$ cat src/rtl/instruction_fetch_stage.sv
// ---------------------------------------------------------------------------
// instruction_fetch_stage
//
// Fetch stage of the MIPS pipeline. It owns a byte-loadable word
// instruction memory, a byte-to-word program loader and the PC controller
// (IDLE / RUN / HALTED). It sits between the debug/UART program loader and
// the IF/ID pipeline register.
//
// A PC issued at one edge is looked up combinationally and the word is
// registered at the next edge, together with its PC and a valid flag.
// Fetching a HALT_WORD parks the controller in HALTED with a sticky o_is_end.
//
// Optional feature macro: IF_DEBUG_STEP_EN
//   defined   : in RUN a fetch advances only on edges with i_step=1 and
//               i_stall=0; every other RUN cycle behaves as a stall.
//   undefined : i_step is ignored.
//
// Ports
//   i_clock                      rising-edge clock
//   i_reset                      async active-high reset, clears memory too
//   i_pc_reset                   sync return to IDLE, memory retained
//   i_start                      IDLE -> RUN
//   i_load_program_byte          loader byte, first byte is the word MSB
//   i_load_program_write_enable  loader byte strobe (IDLE/HALTED only)
//   i_stall                      freeze fetch in RUN
//   i_branch_taken               redirect the next fetch
//   i_branch_target              redirect byte address (low 2 bits ignored)
//   i_step                       single-step advance (debug build only)
//   o_instruction                fetched instruction
//   o_pc_value                   byte address of o_instruction
//   o_valid                      o_instruction is a new fetch this cycle
//   o_is_end                     HALT_WORD fetched, sticky
//   o_load_count                 bytes accepted by the loader
//   o_load_full                  memory completely loaded
// ---------------------------------------------------------------------------
module instruction_fetch_stage #(
   parameter int                 NB_DATA                = 32,
   parameter int                 NB_BYTE                = 8,
   parameter int                 NB_INSTRUCTION_ADDRESS = 7,
   parameter logic [NB_DATA-1:0] HALT_WORD              = 32'hFC00_0000
) (
   input  logic                            i_clock,
   input  logic                            i_reset,
   input  logic                            i_pc_reset,
   input  logic                            i_start,
   input  logic [NB_BYTE-1:0]              i_load_program_byte,
   input  logic                            i_load_program_write_enable,
   input  logic                            i_stall,
   input  logic                            i_branch_taken,
   input  logic [NB_DATA-1:0]              i_branch_target,
   input  logic                            i_step,
   output logic [NB_DATA-1:0]              o_instruction,
   output logic [NB_DATA-1:0]              o_pc_value,
   output logic                            o_valid,
   output logic                            o_is_end,
   output logic [NB_INSTRUCTION_ADDRESS:0] o_load_count,
   output logic                            o_load_full
);

   localparam int NB_COUNT      = NB_INSTRUCTION_ADDRESS + 1;
   localparam int NB_WORD_INDEX = NB_INSTRUCTION_ADDRESS - 2;
   localparam int N_WORDS       = 2 ** NB_WORD_INDEX;

   typedef enum logic [1:0] {
      ST_IDLE   = 2'd0,
      ST_RUN    = 2'd1,
      ST_HALTED = 2'd2
   } state_t;

   state_t                   state, state_next;
   logic [NB_DATA-1:0]       pc_p0, pc_next;
   logic [NB_DATA-1:0]       instr_p1, instr_next;
   logic [NB_DATA-1:0]       pc_p1, pc_p1_next;
   logic                     vld_p1, vld_next;
   logic                     is_end_p1, is_end_next;
   logic [NB_COUNT-1:0]      load_count, load_count_next;
   logic [3*NB_BYTE-1:0]     load_buffer, load_buffer_next;
   logic                     mem_we;
   logic [NB_WORD_INDEX-1:0] mem_waddr;
   logic [NB_DATA-1:0]       mem_wdata;
   logic [NB_DATA-1:0]       fetch_word;
   logic                     fetch_en;
   logic                     load_accept;
   logic [NB_DATA-1:0]       imem [N_WORDS];

`ifdef IF_DEBUG_STEP_EN
   assign fetch_en = !i_stall && i_step;
   logic unused_inputs;
   assign unused_inputs = &{1'b0, i_branch_target[1:0]};
`else
   assign fetch_en = !i_stall;
   logic unused_inputs;
   assign unused_inputs = &{1'b0, i_branch_target[1:0], i_step};
`endif

   // PC bits above the memory size are ignored, so the index wraps
   assign fetch_word = imem[pc_p0[NB_INSTRUCTION_ADDRESS-1:2]];

   // the loader is closed while running and once every byte slot is used
   assign load_accept = (state != ST_RUN) && i_load_program_write_enable &&
                        !load_count[NB_INSTRUCTION_ADDRESS];

   always_comb begin
      state_next       = state;
      pc_next          = pc_p0;
      instr_next       = instr_p1;
      pc_p1_next       = pc_p1;
      vld_next         = 1'b0;
      is_end_next      = is_end_p1;
      load_count_next  = load_count;
      load_buffer_next = load_buffer;
      mem_we           = 1'b0;
      mem_waddr        = load_count[NB_INSTRUCTION_ADDRESS-1:2];
      mem_wdata        = {load_buffer, i_load_program_byte};

      if (i_pc_reset) begin
         state_next       = ST_IDLE;
         pc_next          = '0;
         instr_next       = '0;
         pc_p1_next       = '0;
         is_end_next      = 1'b0;
         load_count_next  = '0;
         load_buffer_next = '0;
      end else begin
         if (load_accept) begin
            load_buffer_next = {load_buffer[2*NB_BYTE-1:0], i_load_program_byte};
            load_count_next  = load_count + NB_COUNT'(1);
            // the 4th byte of a word completes it; partial words never land
            mem_we           = (load_count[1:0] == 2'b11);
         end

         case (state)
            ST_IDLE: begin
               if (i_start) begin
                  state_next = ST_RUN;
                  pc_next    = '0;
               end
            end
            ST_RUN: begin
               if (fetch_en) begin
                  instr_next = fetch_word;
                  pc_p1_next = pc_p0;
                  vld_next   = 1'b1;
                  if (fetch_word == HALT_WORD) begin
                     // halt wins over a branch; PC stays on the halt word
                     is_end_next = 1'b1;
                     state_next  = ST_HALTED;
                  end else if (i_branch_taken) begin
                     pc_next = {i_branch_target[NB_DATA-1:2], 2'b00};
                  end else begin
                     pc_next = pc_p0 + NB_DATA'(4);
                  end
               end
            end
            ST_HALTED: begin
               state_next = ST_HALTED;
            end
            default: begin
               state_next = ST_IDLE;
            end
         endcase
      end
   end

   // ---- p0 (fetch PC, loader) -> p1 (registered fetch result) ----
   always_ff @(posedge i_clock or posedge i_reset) begin
      if (i_reset) begin
         state       <= ST_IDLE;
         pc_p0       <= '0;
         instr_p1    <= '0;
         pc_p1       <= '0;
         vld_p1      <= 1'b0;
         is_end_p1   <= 1'b0;
         load_count  <= '0;
         load_buffer <= '0;
      end else begin
         state       <= state_next;
         pc_p0       <= pc_next;
         instr_p1    <= instr_next;
         pc_p1       <= pc_p1_next;
         vld_p1      <= vld_next;
         is_end_p1   <= is_end_next;
         load_count  <= load_count_next;
         load_buffer <= load_buffer_next;
      end
   end

   always_ff @(posedge i_clock or posedge i_reset) begin
      if (i_reset) begin
         for (int i = 0; i < N_WORDS; i++) begin
            imem[i] <= '0;
         end
      end else if (mem_we) begin
         imem[mem_waddr] <= mem_wdata;
      end
   end

   assign o_instruction = instr_p1;
   assign o_pc_value    = pc_p1;
   assign o_valid       = vld_p1;
   assign o_is_end      = is_end_p1;
   assign o_load_count  = load_count;
   assign o_load_full   = load_count[NB_INSTRUCTION_ADDRESS];

endmodule

$ cat config.mk
export PLATFORM = sky130hd
export DESIGN_NAME = instruction_fetch_stage
export DESIGN_NICKNAME = d
export VERILOG_FILES = /design/src/rtl/instruction_fetch_stage.sv
export SDC_FILE = /design/constraint.sdc
export NUM_CORES = 2
export LEC_CHECK = 0
export CAP_MARGIN = 20
export CORE_ASPECT_RATIO = 1.4
export CORE_MARGIN = 2
export CORE_UTILIZATION = 50
export DETAILED_ROUTE_END_ITERATION = 16
export PLACE_DENSITY_LB_ADDON = 0.25
export SETUP_SLACK_MARGIN = 0.15
export SYNTH_ARGS = -nofsm -noshare
export SYNTH_HDL_FRONTEND = slang
export SYNTH_SLANG_ARGS = --single-unit
$ cat constraint.sdc
create_clock -name i_clock -period 46.7 [get_ports i_clock]
set_input_delay 9.34 -clock i_clock [delete_from_list [all_inputs] [get_ports i_clock]]
set_output_delay 9.34 -clock i_clock [all_outputs]
set_load 0.005 [all_outputs]
Word-level counts from Yosys, hierarchy flattened
Cells that the tools add are included.
{"block": "word_totals", "latch_bits": 0, "memories": 0, "out_inout_bits": 75, "in_bits": 48, "reg_bits": 1156, "mem_bits_ro": 0, "word_cells": 106, "ramBits": 0}
{"block": "classes", "n_bitwise": 2, "multipliers": 0, "shift": 0, "n_addsub": 2, "n_reduce_logical": 13, "n_div": 0, "magnitude_cmp": 3, "n_eq_ne": 10, "muxes": 36}
{"op": "1024-bit bitwise mux", "count": 1}
{"op": "32-bit two-way mux", "count": 14}
{"op": "32-bit binary-select mux with 5-bit select", "count": 1}
{"op": "32-bit demux with 5-bit select", "count": 1}
{"op": "32-bit case mux with 2 select lines", "count": 1}
{"op": "24-bit two-way mux", "count": 2}
{"op": "32-bit by 3-bit adder with 32-bit output, second input constant", "count": 1}
{"op": "32-bit == test, second input constant", "count": 1}
{"op": "8-bit two-way mux", "count": 2}
{"op": "6-bit >= comparator, second input constant", "count": 2}
{"op": "3-bit != test, second input constant", "count": 4}
{"op": "5-bit NOT with 6-bit output", "count": 2}
{"op": "1-bit two-way mux", "count": 9}
{"op": "8-bit by 1-bit adder with 8-bit output, second input constant", "count": 1}
{"op": "2-bit two-way mux", "count": 4}
{"op": "6-bit by 1-bit < comparator with 1-bit output, second input constant", "count": 1}
{"op": "2-bit case mux with 3 select lines", "count": 1}
{"op": "3-bit AND reduction", "count": 2}
{"op": "2-bit nonzero test", "count": 3}
{"op": "2-bit == test, second input constant", "count": 2}
{"op": "4-bit AND reduction", "count": 1}
{"op": "1-bit logical AND", "count": 3}
{"op": "3-bit nonzero test", "count": 1}
{"op": "2-bit by 1-bit == test with 1-bit output, second input constant", "count": 1}
{"op": "5 further kinds", "count": 5}

Longest topological paths before layout
{"block": "logic_depth", "ltp_word": 9, "depth_mapped": 15, "depth_no_buf": 9}

Worst setup path before layout
No wires, ideal clock.
{"block": "synth_timing", "path_kind": "input -> register", "startpoint": "input i_load_program_write_enable", "endpoint": "register imem[192] (netlist bit)", "n_path_buf": 2, "required_time_ns": 46.575, "arrival_ns": 11.536, "setup_time_ns": 0.125, "setup_slack_ns": 35.039, "cell_stages": 7, "cell_sequence": "nor3b_1 clkbuf_1 nand2_1 nor4b_1 nand2_1 buf_1 mux2_2"}
{"block": "synth_via", "elab_chain_cells": 4}
{"element": "start: declaration", "line_no": "47", "text": "input logic i_load_program_write_enable,"}
{"element": "1-bit logical AND (2 in a row)", "line_no": "100", "text": "assign load_accept = (state != ST_RUN) && i_load_program_write_enable &&"}
{"element": "1-bit two-way mux", "line_no": "125", "text": "if (load_accept) begin"}
{"element": "1-bit two-way mux", "line_no": "116", "text": "if (i_pc_reset) begin"}
{"element": "end signal: indexed assignment", "line_no": "194", "text": "imem[mem_waddr] <= mem_wdata;"}
{"element": "end: declaration", "line_no": "84", "text": "logic [NB_DATA-1:0] imem [N_WORDS];"}
No other way between the ends.
A chain may end at the register's enable or synchronous reset.

Final worst setup path
{"block": "layout_timing", "startpoint": "input i_load_program_write_enable", "endpoint": "register imem[164] (netlist bit)"}
The elaborated chain is that of the path after synthesis.

==> metrics <==
Pre-antenna DRT Iters=5; CTS Hold Bufs=0; Post-synth EDFFs=0; critical path type=in -> reg; Remaining DRCs=0; Die Area=0.1071 mm^2; Synth area leaders=dfrtp_1, mux2_2, mux4_2, mux2i_1, clkbuf_1; Top Ports=123; Async SR Flop Fraction=100.0%; pre-CTS WS=32460 ps; Setup-failing EPs final=0; gr busiest metal=met2; Worst-path clk slew=60 ps; Initial Utilization=50.28%; nature of the critical path startpoint=input pin; CTS Root Cell=clkbuf_16; Fin. Hold Viols=0; WP data arrival=13610 ps; Syn Area/Cell=14.74 um^2; number of buffers created by CTS=between 100 and 150; Area Overhead vs Synth=12.24%; CTS H-tree lvls=3; min Tclk post-route=13020 ps; Clock Tree Buf Depth=3; row cnt=140; syn_nets=around 3600; Die Span Y=386.4 um; pwr dens=36.75 mW/mm^2; Max Slew Vio Count=0; Initial DRC Count=2187; setup ws final=around 34000 ps; Yosys top cell area share=55.25%; period utilization=27.87%; first-pass GRT wire length=between 200 and 250 mm; CP max FO=26; Mapped Area=around 0.052 mm^2; status=completed; post-cts resize count=0; setup TNS=0 ps; Yosys reg bits=between 1000 and 1500; hpwl dp=between 80 and 90 mm; GR Util met3=3.565%; mean routed wirelength per cell=28.43 um; total track usage=26.88%; Reg2Reg Setup Slack=between 30000 and 40000 ps; Avg Vias per Cell=between 6 and 7; clock sink total=1153; Congestion Overflow GR=0; CTS tree=built; Die W=around 280 um; ys flop type=dfrtp_1; Detail Route Antenna Nets=0; sequential area share after synthesis=55.25%; CORE AREA=0.1039 mm^2; CP endpoint kind=register; P_leak=27.26 nW; Setup Buffers After CTS=0; cell taking the most area after synthesis=dfrtp_1; Max-cap violations=0; Worst-Skew Late Latency=740 ps; Fmax=0.07683 GHz; met1 Usage GRT=35.28%; Port Buffer Count=119; RSZ-0062 raised after global routing=false; vias in the first global route=between 30000 and 40000; worst hold margin=495.5 ps; Syn Inst Count=3542; antenna violations before repair=3; Slew HR=13.53%; min-delay worst type=reg -> reg; GRT met2 Usage=46.17%; Ys Warns=0; Final #Nets=3590; worst-case clock skew=28.41 ps; worst path required time=47290 ps; Worst VDD drop=29.93 uV; final WL=141.6 mm; largest net degree at the start of global routing=170; Placer Congestion=roughly 0.8; slew of the pin with the lowest slew margin=1297 ps; fraction of layout cells with a size suffix above 1=44.01%; vias=31330; Cell variety after synth=65
## cell type report
cell class                      count  area, um^2
Sequential cell                  1153       28870
Clock buffer                      166        3296
Timing Repair Buffer              222        2236
Clock inverter                     39       504.2
Antenna cell                        1       2.502
Inverter                           11       48.80
Multi-Input combinational cell   2038       21970
Fill cell                        8301       45260
Tap cell                         1349        1688
## cell usage in the layout, fill, tap and decap left out, drive strengths merged, types with 20 or more instances in the layout
master,n
mux4,189
a221oi,20
a22o,48
o211ai,20
a21oi,41
o221ai,35
a32o,26
clkbuf,168
buf,102
mux2i,124
nand3,36
clkdlybuf4s50,118
mux2,1066
nor2,55
nand2,126
o21ai,32
nand4,21
a22oi,26
clkinv,23
dfrtp,1153
## worst max-delay path, stage by stage
cell and delay (ps):
clkdlybuf4s50_1 470, or3b_2 440, buf_4 280, nor2_1 190
nand4b_1 740, nor2_4 1090, buf_4 600, mux2_2 390
## registers in the layout, indices dropped and copies added (netlist names)
register and cells:
state 2, o_load_count 8, o_valid 1, o_is_end 1
o_pc_value 31, pc_p0 30, load_buffer 24, o_instruction 32
imem 1024
## through the flow
step	cells	power, mW	cell area [um^2]	utilization (%)
floorplan	3542	1.168	52220	-
finish	4979	2.154	58620	56.43
global route	4979	2.227	58620	56.43
CTS	4966	2.168	58320	56.14
global placement	4757	1.228	54450	52.42
detailed placement	4761	1.230	54520	52.48
## per-layer routing
layer  up-vias  part of all wire, %
met1     17040                   42
met3       247                  4.9
li1      13200                    -
met2       845                   50
met4         2                  3.4
met5         -               0.0092
## kinds of logic (layout without fill, tap and decap cells)
group / Yosys count / in the layout / synth area share (%)
flip-flops: 1153 / 1153 / 55.25
AND/OR/NAND/NOR: 309 / 309 / 2.827
other: 0 / 1 / 0
AO/OA/AOI/OAI: 340 / 340 / 5.103
XOR/XNOR: 5 / 5 / 0.08387
multiplexers: 1379 / 1379 / 33.51
buffers and inverters: 351 / 438 / 3.105
adder cells (fa/ha/maj): 5 / 5 / 0.1198
## path summary, 6_finish.rpt
path                                             start                to  cells past startpoint
max                        i_load_program_write_enable         imem[164]                      8
max reg2reg                                   pc_p0[2]         pc_p0[26]                     12
min in group asynchronous                      i_reset         imem[163]                      2
max in group asynchronous                      i_reset         imem[151]                      7
min                                   o_instruction[5]  o_instruction[5]                      1
min reg2reg                           o_instruction[5]  o_instruction[5]                      1
## cells in the mapped netlist (4+ instances only)
cell          n
dfrtp_1    1153
mux2_2     1065
clkbuf_1    209
mux4_2      189
nand2_1     125
mux2i_1     124
buf_1        62
nor2_1       54
a22o_1       48
a21oi_1      41
nand3_1      36
o221ai_1     35
buf_4        27
a22oi_1      26
a32o_1       26
buf_6        24
o21ai_0      24
nand4_1      21
a221oi_1     20
o211ai_1     20
buf_2        18
a211o_1      17
a221o_1      17
o22a_1       13
o31ai_1      12
and2_1       10
inv_1        10
nor2b_1      10
and3_1        8
nor3_1        8
o21ai_1       8
nand2b_1      7
a211oi_1      6
a31oi_1       5
ha_1          5
nor3b_1       5
a2111oi_0     4
o22ai_1       4
o311ai_1      4
or2_2         4
## power breakdown
| group | switching [mW] | total, mW | internal, mW |
|---|---|---|---|
| Clock | 0.396 | 0.939 | 0.543 |
| Combinational | 0.122 | 0.185 | 0.0625 |
| Sequential | 0.0212 | 1.03 | 1.01 |
| Total | 0.540 | 2.15 | 1.61 |
No activity file was read; power rests on OpenSTA's default activity.
